[src/rtl/serial_adder_pkg.sv]
// serial_adder_pkg: shared FSM state encoding and counter sizing for serial_adder
//   state_t   : IDLE (accepting), RUN (adding one digit per cycle), DONE (holding result)
//   cnt_width : digit-counter width, clog2(n) but never below 1
package serial_adder_pkg;

    typedef enum logic [1:0] {
        IDLE = 2'd0,
        RUN  = 2'd1,
        DONE = 2'd2
    } state_t;

    function automatic int cnt_width(input int n);
        return (n <= 2) ? 1 : $clog2(n);
    endfunction

endpackage

[src/rtl/serial_adder_digit_adder.sv]
// digit_adder: combinational W-bit ripple-carry adder built from chained full adders
//   x, y     : W-bit addends
//   ci       : carry into bit 0
//   s        : W-bit sum
//   co       : carry out of bit W-1
//   c_msb_in : carry into bit W-1, used for signed overflow detection
module digit_adder #(
    parameter int W = 1
) (
    input  logic [W-1:0] x,
    input  logic [W-1:0] y,
    input  logic         ci,
    output logic [W-1:0] s,
    output logic         co,
    output logic         c_msb_in
);

    logic [W:0] c;

    assign c[0] = ci;

    // each full adder is two half-adder cells: (x,y) then (partial sum, carry)
    for (genvar i = 0; i < W; i++) begin : g_fa
        logic h1_s, h1_c, h2_c;
        assign h1_s   = x[i] ^ y[i];
        assign h1_c   = x[i] & y[i];
        assign s[i]   = h1_s ^ c[i];
        assign h2_c   = h1_s & c[i];
        assign c[i+1] = h1_c | h2_c;
    end

    assign co       = c[W];
    assign c_msb_in = c[W-1];

endmodule

[src/rtl/serial_adder.sv]
// serial_adder: digit-serial adder, DIGIT bits per cycle, LSB digit first,
// with valid/ready handshakes on both sides.
//   clk, rst            : clock and synchronous active-high reset
//   in_valid, in_ready  : operand handshake (in_ready only while idle)
//   a, b, cin           : operands and carry-in, latched on accept
//   sub                 : subtract mode (a - b), present only with SERIAL_ADDER_SUB_EN
//   out_valid, out_ready: result handshake (out_valid only while done)
//   sum, cout, overflow : result, carry out of MSB, signed overflow
module serial_adder
    import serial_adder_pkg::*;
#(
    parameter int WIDTH = 8,
    parameter int DIGIT = 1
) (
    input  logic             clk,
    input  logic             rst,
    input  logic             in_valid,
    output logic             in_ready,
    input  logic [WIDTH-1:0] a,
    input  logic [WIDTH-1:0] b,
    input  logic             cin,
`ifdef SERIAL_ADDER_SUB_EN
    input  logic             sub,
`endif
    output logic             out_valid,
    input  logic             out_ready,
    output logic [WIDTH-1:0] sum,
    output logic             cout,
    output logic             overflow
);

    localparam int N  = WIDTH / DIGIT;
    localparam int CW = cnt_width(N);
    localparam logic [CW-1:0] LAST = CW'(N - 1);

    if (WIDTH < 2 || DIGIT < 1 || (WIDTH % DIGIT) != 0) begin : g_bad_params
        $error("serial_adder: WIDTH must be >= 2 and divisible by DIGIT");
    end

    state_t           state;
    logic [CW-1:0]    cnt;
    logic [WIDTH-1:0] a_r, b_r, sum_r;
    logic             c_r, cout_r, ovf_r;
    logic [DIGIT-1:0] d_s;
    logic             d_co, d_cmsb;
    logic [WIDTH-1:0] b_eff;
    logic             c_eff;

    // subtraction is a + ~b + 1, so it reuses the adder with the operand pre-inverted
`ifdef SERIAL_ADDER_SUB_EN
    assign b_eff = sub ? ~b : b;
    assign c_eff = sub | cin;
`else
    assign b_eff = b;
    assign c_eff = cin;
`endif

    digit_adder #(.W(DIGIT)) u_digit (
        .x        (a_r[int'(cnt)*DIGIT +: DIGIT]),
        .y        (b_r[int'(cnt)*DIGIT +: DIGIT]),
        .ci       (c_r),
        .s        (d_s),
        .co       (d_co),
        .c_msb_in (d_cmsb)
    );

    always_ff @(posedge clk) begin
        if (rst) begin
            state  <= IDLE;
            cnt    <= '0;
            c_r    <= 1'b0;
            a_r    <= '0;
            b_r    <= '0;
            sum_r  <= '0;
            cout_r <= 1'b0;
            ovf_r  <= 1'b0;
        end else begin
            case (state)
                IDLE: if (in_valid) begin
                    a_r   <= a;
                    b_r   <= b_eff;
                    c_r   <= c_eff;
                    cnt   <= '0;
                    state <= RUN;
                end
                RUN: begin
                    sum_r[int'(cnt)*DIGIT +: DIGIT] <= d_s;
                    c_r <= d_co;
                    cnt <= cnt + 1'b1;
                    if (cnt == LAST) begin
                        cout_r <= d_co;
                        ovf_r  <= d_cmsb ^ d_co;
                        state  <= DONE;
                    end
                end
                DONE: if (out_ready) state <= IDLE;
                default: state <= IDLE;
            endcase
        end
    end

    assign in_ready  = (state == IDLE);
    assign out_valid = (state == DONE);
    assign sum       = sum_r;
    assign cout      = cout_r;
    assign overflow  = ovf_r;

endmodule

[config.mk]
export PLATFORM = sky130hd
export DESIGN_NAME = serial_adder
export DESIGN_NICKNAME = d
export VERILOG_FILES = /design/src/rtl/serial_adder_pkg.sv /design/src/rtl/serial_adder_digit_adder.sv /design/src/rtl/serial_adder.sv
export SDC_FILE = /design/constraint.sdc
export NUM_CORES = 1
export LEC_CHECK = 0
export CAP_MARGIN = 20
export CORE_AREA = 5 5 61 63
export CTS_CLUSTER_DIAMETER = 60
export DETAILED_ROUTE_END_ITERATION = 8
export DIE_AREA = 0 0 66 68
export PLACE_DENSITY_LB_ADDON = 0.05
export RECOVER_POWER = 100
export SLEW_MARGIN = 20
export SYNTH_ARGS = -nofsm -noshare
export SYNTH_HDL_FRONTEND = slang
export SYNTH_SLANG_ARGS = --single-unit
[constraint.sdc]
create_clock -name clk -period 3.9 [get_ports clk]
set_input_delay 0.78 -clock clk [delete_from_list [all_inputs] [get_ports clk]]
set_output_delay 0.78 -clock clk [all_outputs]
set_load 0.03 [all_outputs]
==> flow_summary.ini, run 1 <==
[run_status]
status = finished with violations
violations = capacitance limit, slew limit

[die]
rows = 21
fp.coreArea_mm2 = 0.00318
start_util_pct = 50.6
io_pins = 33
die_x_um = 66
dieArea_mm2 = 0.00449
fp.dieH_um = 68

[global_route]
busiest_layer = met2
gr-total-overflow = 0
grtUsageMet2_pct = 28.8
grt_start_max_net_pins = 24
first_global_vias = 1311
antenna_found_initial = 0
grt_pass1_wl_um = 5520
grt_use_total_pct = 16.0
met1_usage_pct = 17.8
grtUsageMet3_pct = 3.94

[placement]
postPlaceCellArea_mm2 = 0.00191
place_congestion = 0.802
dp_hpwl_um = 2330
placed_cells_incl_taps = 241
portBuffers = 32

[layout]
drive_gt1_share_pct = 6.40
fillers = 273
multi_input_area_um2 = 851
nNetsFinal = 231
fin_cells = 249
diodes = 0
syn_to_final_growth_pct = 21.6
ff_latch_area_um2 = 641
final_area_mm2 = 0.00195

[yosys]
synth-edff-count = 0
synth-seq-cells = 32
synth_cell_types = 33
syn_area_per_cell_um2 = 9.24
syn_nets = 203
syn_inst = 174
syn_area_mm2 = 0.00161
ys_seq_area_share_pct = 39.8
synthFlopType = dfxtp_1
yosysWarningCount = 0
async_flop_share_pct = 0

[power]
switching_share_pct = 26.4
clock_power_share_pct = 29.8
power_density_mw_per_mm2 = 335
p_switching_mw = 0.173
intPower_mw = 0.482
p_leak_nw = 0.783
pwr-share-comb_pct = 16.2
sequentialPowerShare_pct = 54.0
ir_worst_vdd_uv = 178

[cts]
cts.repair.resized = 0
cts_made_buffers = 5
worstSkewPairLatency_ns = 0.33
cts_root_buffer = clkbuf_4
htree_levels = 2
ctsHoldBuffers = 0
clock_path_buffers = 2
cts_setup_buffers = 0
tritoncts = built
clock_sinks = 32
clk_pin_slew_ns = 0.10

[drt]
viasPerCell = 5.29
antenna_left = 0
drc = 0
drt_iter0_drc = 65
vias = 1318
first_pass_iters = 5
wirelength_um = 3200
wl_per_cell_um = 12.8

[worst_setup_path]
cp.arrival_ns = 3.05
path_class = in2reg
cp_data_required_time_ns = 4.16
cp_max_fo = 16
cp-end-kind = flip-flop
critPathLaunchType = input pin

[hold_path]
hold_class = reg2reg

[sta]
hold_viol_final = 0
fmax_mhz = 359
rsz0062_at_grt = false
layout_min_cycle_time_ns = 2.79
slew_viol_final = 17
finalSetupTns_ns = 0
period_share_pct = 71.4
worst_slew_pin_slew_ns = 1.66
skew_ns = 0.00900
hold_slack_ns = 0.456
final-setup-viol-count = 0
relSlewSlack_pct = -11.2

[flow_run]
cap_violations = 1
## per-stage QoR
step | worst slack, ns | util (%) | power, mW
final | 1.11 | 61.5 | 0.655
after global routing | 0.791 | 61.5 | 0.687
after CTS | 1.24 | 61.9 | 0.664
after detailed placement | 1.45 | 60.1 | 0.470
after global placement | 1.54 | 60.1 | 0.466
after floorplan | 1.70 | - | 0.436
## logic make-up after synthesis
family	synth area share, %
muxes	11.3
DFF	39.8
buffers and inverters	6.38
adders and majority gates	6.69
AOI/OAI and AO/OA	10.9
xor gates and xnor gates	0.545
and+or+nand+nor	24.4
## power groups by stage
stage	Combinational (mW)	Clock (mW)	Sequential (mW)
2_1_floorplan	0.0781	0	0.358
3_5_place_dp	0.108	0	0.362
6_report	0.106	0.195	0.354
3_3_place_gp	0.105	0	0.362
4_1_cts	0.108	0.201	0.354
5_1_grt	0.118	0.213	0.356
## area by class of cell
type                    count  area share (%)
repair buffers             33            16.8
well taps                  46            2.94
inverters                   5           0.960
clock buffers               8            3.01
multi-input cells         125            43.5
flip-flops and latches     32            32.8
## critical path, stage by stage
cell	delay, ns
dlygate4sd3_1	0.61
nor3b_1	1.32
nand2_1	0.14
a21oi_1	0.19
## cell usage after synthesis, types with 2 or more instances
cell      number  share of area (%)
mux4_2         4                5.6
ha_1           7                5.4
buf_6          4                2.8
clkbuf_1       3               0.70
nand3_1        4                1.2
nor2b_1        2               0.78
o21a_1         2               0.93
nand4_1        5                1.9
nand4b_1       3                1.6
mux2i_1        8                5.0
buf_2          4                1.2
a311oi_1       2                1.1
dfxtp_1       32                 40
nor2_1         6                1.4
nand2b_1       8                3.1
nand2_1       36                8.4
inv_1          5                1.2
a21oi_1       24                7.5
## layer usage
metal	part of all wire [%]	vias to the layer above	wire, um
li1	-	660	-
met1	42	623	1340
met2	53	28	1700
met3	3.1	7	99
met4	1.8	0	58
met5	0	-	0
## path summary, 6_finish.rpt
kind / startpoint / endpoint / slack [ns] / depth (start not counted)
setup / recovery: in_valid / a_r[0] / 1.11 / 4
hold reg to reg: overflow / overflow / 0.46 / 2
hold / removal: overflow / overflow / 0.46 / 2
setup reg to reg: cnt[1] / sum[1] / 1.42 / 6
## cell usage in the layout (no fill, tap or decap), drive strengths merged
master         Yosys  final
a21oi             24     24
a221oi             1      1
a311oi             2      2
buf                9      1
clkbuf             3      8
clkdlybuf4s50      0     19
dfxtp             32     32
dlygate4sd3        0     13
fa                 1      1
ha                 7      7
inv                5      5
mux2               1      1
mux2i              8      8
mux4               4      4
nand2             36     36
nand2b             8      8
nand3              4      4
nand3b             1      1
nand4              5      5
nand4b             3      3
nor2               6      6
nor2b              3      3
nor3               1      1
nor3b              1      1
nor4b              2      2
o2111ai            1      1
o21a               2      2
o21ai              1      1
or3                1      1
or3b               1      1
xnor2              1      1
## flip-flops by register name, summed over array words and instances (netlist names)
name      count
b_r           8
state         2
cnt           3
a_r           8
cout          1
c_r           1
overflow      1
sum           8
Note: power is estimated with default switching activity, not from simulation.
==> run 2: changes to the inputs <==
--- a/config.mk
+++ b/config.mk
@@ -6,10 +6,10 @@
 export NUM_CORES = 1
 export LEC_CHECK = 0
 export CAP_MARGIN = 20
-export CORE_AREA = 5 5 61 63
+export CORE_AREA = 5 5 66 68
 export CTS_CLUSTER_DIAMETER = 60
 export DETAILED_ROUTE_END_ITERATION = 8
-export DIE_AREA = 0 0 66 68
+export DIE_AREA = 0 0 71 73
 export PLACE_DENSITY_LB_ADDON = 0.05
 export RECOVER_POWER = 100
 export SLEW_MARGIN = 20
==> constraint.sdc (replaced) <==
create_clock -name clk -period 2.5 [get_ports clk]
set_input_delay 0.5 -clock clk [delete_from_list [all_inputs] [get_ports clk]]
set_output_delay 0.5 -clock clk [all_outputs]
set_load 0.03 [all_outputs]
==> run 2 against run 1 <==
Compared with the run above: the flow now finishes without violations; via count is 1.7% lower; total power is 71% higher; critical path depth is 2 higher; sequential power is 55% higher; critical endpoint is now sum[5]; largest cell class unchanged.
==> flow_summary.ini, run 2 (same netlist as run 1, synthesis figures left out) <==
[global_route]
gr-total-overflow = 0
antenna_found_initial = 0
first_global_vias = 1337
grt_pass1_wl_um = 5860
grt_use_total_pct = 14.0
grt_start_max_net_pins = 20

[cts]
worstSkewPairLatency_ns = 0.28
clk_pin_slew_ns = 0.06
htree_levels = 2
ctsHoldBuffers = 0
clock_sinks = 32
tritoncts = built
clock_path_buffers = 2
cts_made_buffers = 5
cts.repair.resized = 0
cts_setup_buffers = 0
cts_root_buffer = clkbuf_8

[layout]
mostFrequentLayoutCells = nand2_1, dfxtp_1, a21oi_1
final_common_cell = nand2_1
nNetsFinal = 236
final_area_mm2 = 0.00203
syn_to_final_growth_pct = 26.3
drive_gt1_share_pct = 8.65
diodes = 0

[hold_path]
hold_depth = 2
min_from = a_r[7]
hold_path_end = a_r[7]
hold_class = reg2reg

[die]
io_pins = 33
fp.dieH_um = 73
die_x_um = 71
fp.coreArea_mm2 = 0.00380
rows = 23
dieArea_mm2 = 0.00518
start_util_pct = 42.3

[sta]
setup_slack_ns = 0.285
hold_viol_final = 0
finalSetupTns_ns = 0
rsz0062_at_grt = false
period_share_pct = 88.6
relSlewSlack_pct = 43.1
worst_slew_pin_slew_ns = 0.852
skew_ns = 0.00674
fmax_mhz = 451
slew_viol_final = 0
final-setup-viol-count = 0
layout_min_cycle_time_ns = 2.21

[drt]
drt_iter0_drc = 58
wl_per_cell_um = 13.0
viasPerCell = 5.02
vias = 1295
wirelength_um = 3350
first_pass_iters = 4
antenna_left = 0
drc = 0

[run_status]
status = finished clean

[worst_setup_path]
critPathLaunchType = flip-flop
cp-end-kind = flip-flop
cp.arrival_ns = 2.42
r2r-end = sum[5]
r2r_slack_ns = 0.29
cp_data_required_time_ns = 2.71
rr_worst_depth = 6
r2r_start = cnt[2]
path_class = reg2reg
cp_max_fo = 6

[placement]
portBuffers = 32
dp_slack_ns = 0.134
place_congestion = 0.824
dp_hpwl_um = 2580
postPlaceCellArea_mm2 = 0.00195

[power]
p_leak_nw = 0.819
ir_worst_vdd_uv = 284
power_density_mw_per_mm2 = 552

[flow_run]
cap_violations = 0
-- run 2: area by class of cell --
class                           instances  area (um2)
Tap cell                               50        62.6
Fill cell                             399        1770
Sequential cell                        32         642
Clock buffer                            8        90.1
Multi-Input combinational cell        125         856
Timing Repair Buffer                   38         362
Inverter                                5        18.8
-- run 2: worst max-delay path by stage --
stage	slack, ns	cells past startpoint	from	to
5_1_grt	0.09	6	cnt[2]	sum[7]
4_1_cts	0.14	6	cnt[1]	sum[5]
6_report	0.29	6	cnt[2]	sum[5]
3_3_place_gp	0.26	6	cnt[1]	sum[2]
2_1_floorplan	0.30	7	cnt[1]	sum[1]
3_5_place_dp	0.13	6	cnt[1]	sum[5]
-- run 2: through the flow --
stage	power, mW	hold WS [ns]	utilization (%)	std cells
floorplan	0.680	0.433	-	174
global placement	0.734	0.439	51.4	250
detailed placement	0.739	0.449	51.4	250
CTS	1.14	0.458	53.8	258
global route	1.18	0.480	53.5	258
finish	1.12	0.454	53.5	258
-- run 2: worst max-delay path: stages, from the launching register on --
cell,delay (ns)
dfxtp_1,0.44
mux4_2,0.52
mux2i_1,0.18
fa_1,0.48
nor2_1,0.19
nand4_1,0.15
mux2i_1,0.18
-- run 2: power breakdown --
group | leakage, nW | switching, mW | internal [mW] | total (mW)
sequential | 0.262 | 0.0173 | 0.533 | 0.550
combinational | 0.512 | 0.0889 | 0.0837 | 0.173
clock | 0.0455 | 0.174 | 0.224 | 0.398
total | 0.819 | 0.280 | 0.841 | 1.12
-- run 2: layer usage --
layer | vias to the layer above | global-route usage (%) | wire, um
met2 | 21 | 26.1 | 1780
met1 | 602 | 15.7 | 1420
met5 | - | 0 | 0
met3 | 5 | 3.44 | 111
li1 | 667 | - | -
met4 | 0 | 4.38 | 46
==> run 3: changes to the inputs <==
--- a/config.mk
+++ b/config.mk
@@ -15,4 +15,5 @@
 export SLEW_MARGIN = 20
 export SYNTH_ARGS = -nofsm -noshare
 export SYNTH_HDL_FRONTEND = slang
+export SYNTH_HIERARCHICAL = 1
 export SYNTH_SLANG_ARGS = --single-unit
==> run 3 against run 2 <==
Compared with the run above: synthesized cell count grew 5.2%; clock skew up 0.0019 ns; combinational power fell by 2%; first-iteration DRC count rose by 28%; final cell count up 2.7%; total power is 0.13% lower; sequential share of layout area is 0.25 points lower; non-clock buffer count did not move; core utilization rose by 0.33 points; sequential power about the same; critical path type unchanged; critical endpoint is now sum[3]; largest cell class unchanged; highest routed layer unchanged.
==> flow_summary.ini, run 3 <==
[cts]
clock_sinks = 32
cts_root_buffer = clkbuf_8
cts_setup_buffers = 0
htree_levels = 2
clk_pin_slew_ns = 0.07
tritoncts = built
ctsHoldBuffers = 0
cts.repair.resized = 0
clock_path_buffers = 2
cts_made_buffers = 5
worstSkewPairLatency_ns = 0.28

[placement]
place_congestion = 0.924
dp_hpwl_um = 2470
dp_slack_ns = 0.205
portBuffers = 32

[sta]
period_share_pct = 91.2
skew_ns = 0.00861
fmax_mhz = 438
relSlewSlack_pct = 23.1
finalSetupTns_ns = 0
slew_viol_final = 0
final-setup-viol-count = 0
worst_slew_pin_slew_ns = 1.15
setup_slack_ns = 0.219
hold_viol_final = 0
layout_min_cycle_time_ns = 2.28
rsz0062_at_grt = false

[yosys]
ys_seq_area_share_pct = 39.4
yosysMostFrequentCell = nand2_1
syn_inst = 183
synth_common_cells = nand2_1, dfxtp_1, a21oi_1, nand2b_1
yosysWarningCount = 6
syn_nets = 212
synth-seq-cells = 32
synth-edff-count = 0
synthFlopType = dfxtp_1
synth_top_area_share_pct = 39.4
syn_area_mm2 = 0.00162
synth_cell_types = 34
synth_top_cell_by_area = dfxtp_1
synth_area_leaders = dfxtp_1, nand2_1, a21oi_1
syn_area_per_cell_um2 = 8.87
async_flop_share_pct = 0

[layout]
syn_to_final_growth_pct = 25.8
fillers = 407
nNetsFinal = 243
diodes = 0
mostFrequentLayoutCells = nand2_1, dfxtp_1, a21oi_1
drive_gt1_share_pct = 8.84
final_common_cell = nand2_1

[worst_setup_path]
critical_path_buf_inv_count = 0
crit_path_max_incr_delay_ns = 0.54
cp-end-kind = flip-flop
cp_data_required_time_ns = 2.67
cpLargestDelayFamily = multiplexers
critPathMostFrequentCell = nand2_1
cp_max_fo = 5
cp_cell_sequence = mux4_2 > nand2_1 > nand2_1 > fa_1 > and4b_1 > mux2_1
cp_slowest_cell = fa_1
critPathLaunchType = flip-flop
cp.arrival_ns = 2.45
path_class = reg2reg

[power]
power_density_mw_per_mm2 = 548
p_leak_nw = 0.818
ir_worst_vdd_uv = 379

[drt]
antenna_left = 0
wirelength_um = 3390
drc = 0
wl_per_cell_um = 12.8
viasPerCell = 5.07
first_pass_iters = 4
drt_iter0_drc = 74
vias = 1343

[die]
fp.coreArea_mm2 = 0.00380
io_pins = 33
start_util_pct = 42.8
fp.dieH_um = 73
die_x_um = 71
rows = 23
dieArea_mm2 = 0.00518

[global_route]
gr-total-overflow = 0
antenna_found_initial = 0
grt_use_total_pct = 14.1
grt_start_max_net_pins = 29
first_global_vias = 1295
grt_pass1_wl_um = 5790

[run_status]
status = finished clean

[flow_run]
cap_violations = 0

[hold_path]
hold_class = reg2reg
==> run 3: changes by cell type after synthesis, moves of 2 or more <==
cell,delta
nand2_1,+7
nor4b_1,+4
nand4b_1,-3
a311oi_1,-2
buf_4,+2
buf_6,-2
mux2i_1,-2
nor2b_1,+2
==> run 3: area by class of cell <==
type | instances | area (um2) | area share (%)
Tap cell | 50 | 62.6 | 3.06
Sequential cell | 32 | 641 | 31.4
Multi-Input combinational cell | 133 | 873 | 42.7
Clock buffer | 8 | 90.1 | 4.41
Timing Repair Buffer | 38 | 362 | 17.7
Inverter | 4 | 15.0 | 0.735
==> run 3: worst paths after layout <==
check / start / to / slack [ns] / cells after the start
setup / recovery: cnt[1] / sum[3] / 0.22 / 6
hold / removal: b_r[4] / b_r[4] / 0.45 / 2
setup reg to reg: cnt[1] / sum[3] / 0.22 / 6
hold reg to reg: b_r[4] / b_r[4] / 0.45 / 2
==> run 3: stage by stage <==
stage | util [%] | cell area, um2 | total power [mW] | hold slack [ns] | instances
after global placement | 51.5 | 1960 | 0.727 | 0.441 | 257
final | 53.8 | 2040 | 1.12 | 0.454 | 265
after CTS | 53.9 | 2050 | 1.13 | 0.457 | 265
after floorplan | - | 1620 | 0.677 | 0.433 | 183
after detailed placement | 51.5 | 1960 | 0.733 | 0.449 | 257
after global routing | 53.8 | 2040 | 1.17 | 0.485 | 265
==> run 3: cells by family after synthesis <==
kind of cell,after synthesis,synth area share (%)
buf+inv,18,6.78
flops,32,39.4
mux,12,10.6
fa+ha+maj,8,6.63
simple gates,84,26.6
xor+xnor,1,0.539
compound gates,28,9.40
==> run 3: metal layers <==
| layer | share of wire, % | track usage (%) |
|---|---|---|
| met2 | 51 | 24.6 |
| met5 | 0 | 0 |
| met4 | 1.0 | 6.26 |
| met3 | 4.6 | 3.44 |
| met1 | 43 | 16.5 |
==> run 3: worst reg2reg max path, cell delays in order (launching register included) <==
cell	delay, ns
dfxtp_1	0.47
mux4_2	0.53
nand2_1	0.07
nand2_1	0.07
fa_1	0.54
and4b_1	0.22
mux2_1	0.27
==> run 3: report_power, final <==
| part | switching (mW) | internal, mW |
|---|---|---|
| logic | 0.0855 | 0.0838 |
| clock network | 0.176 | 0.224 |
| registers | 0.0177 | 0.532 |
| total | 0.279 | 0.840 |
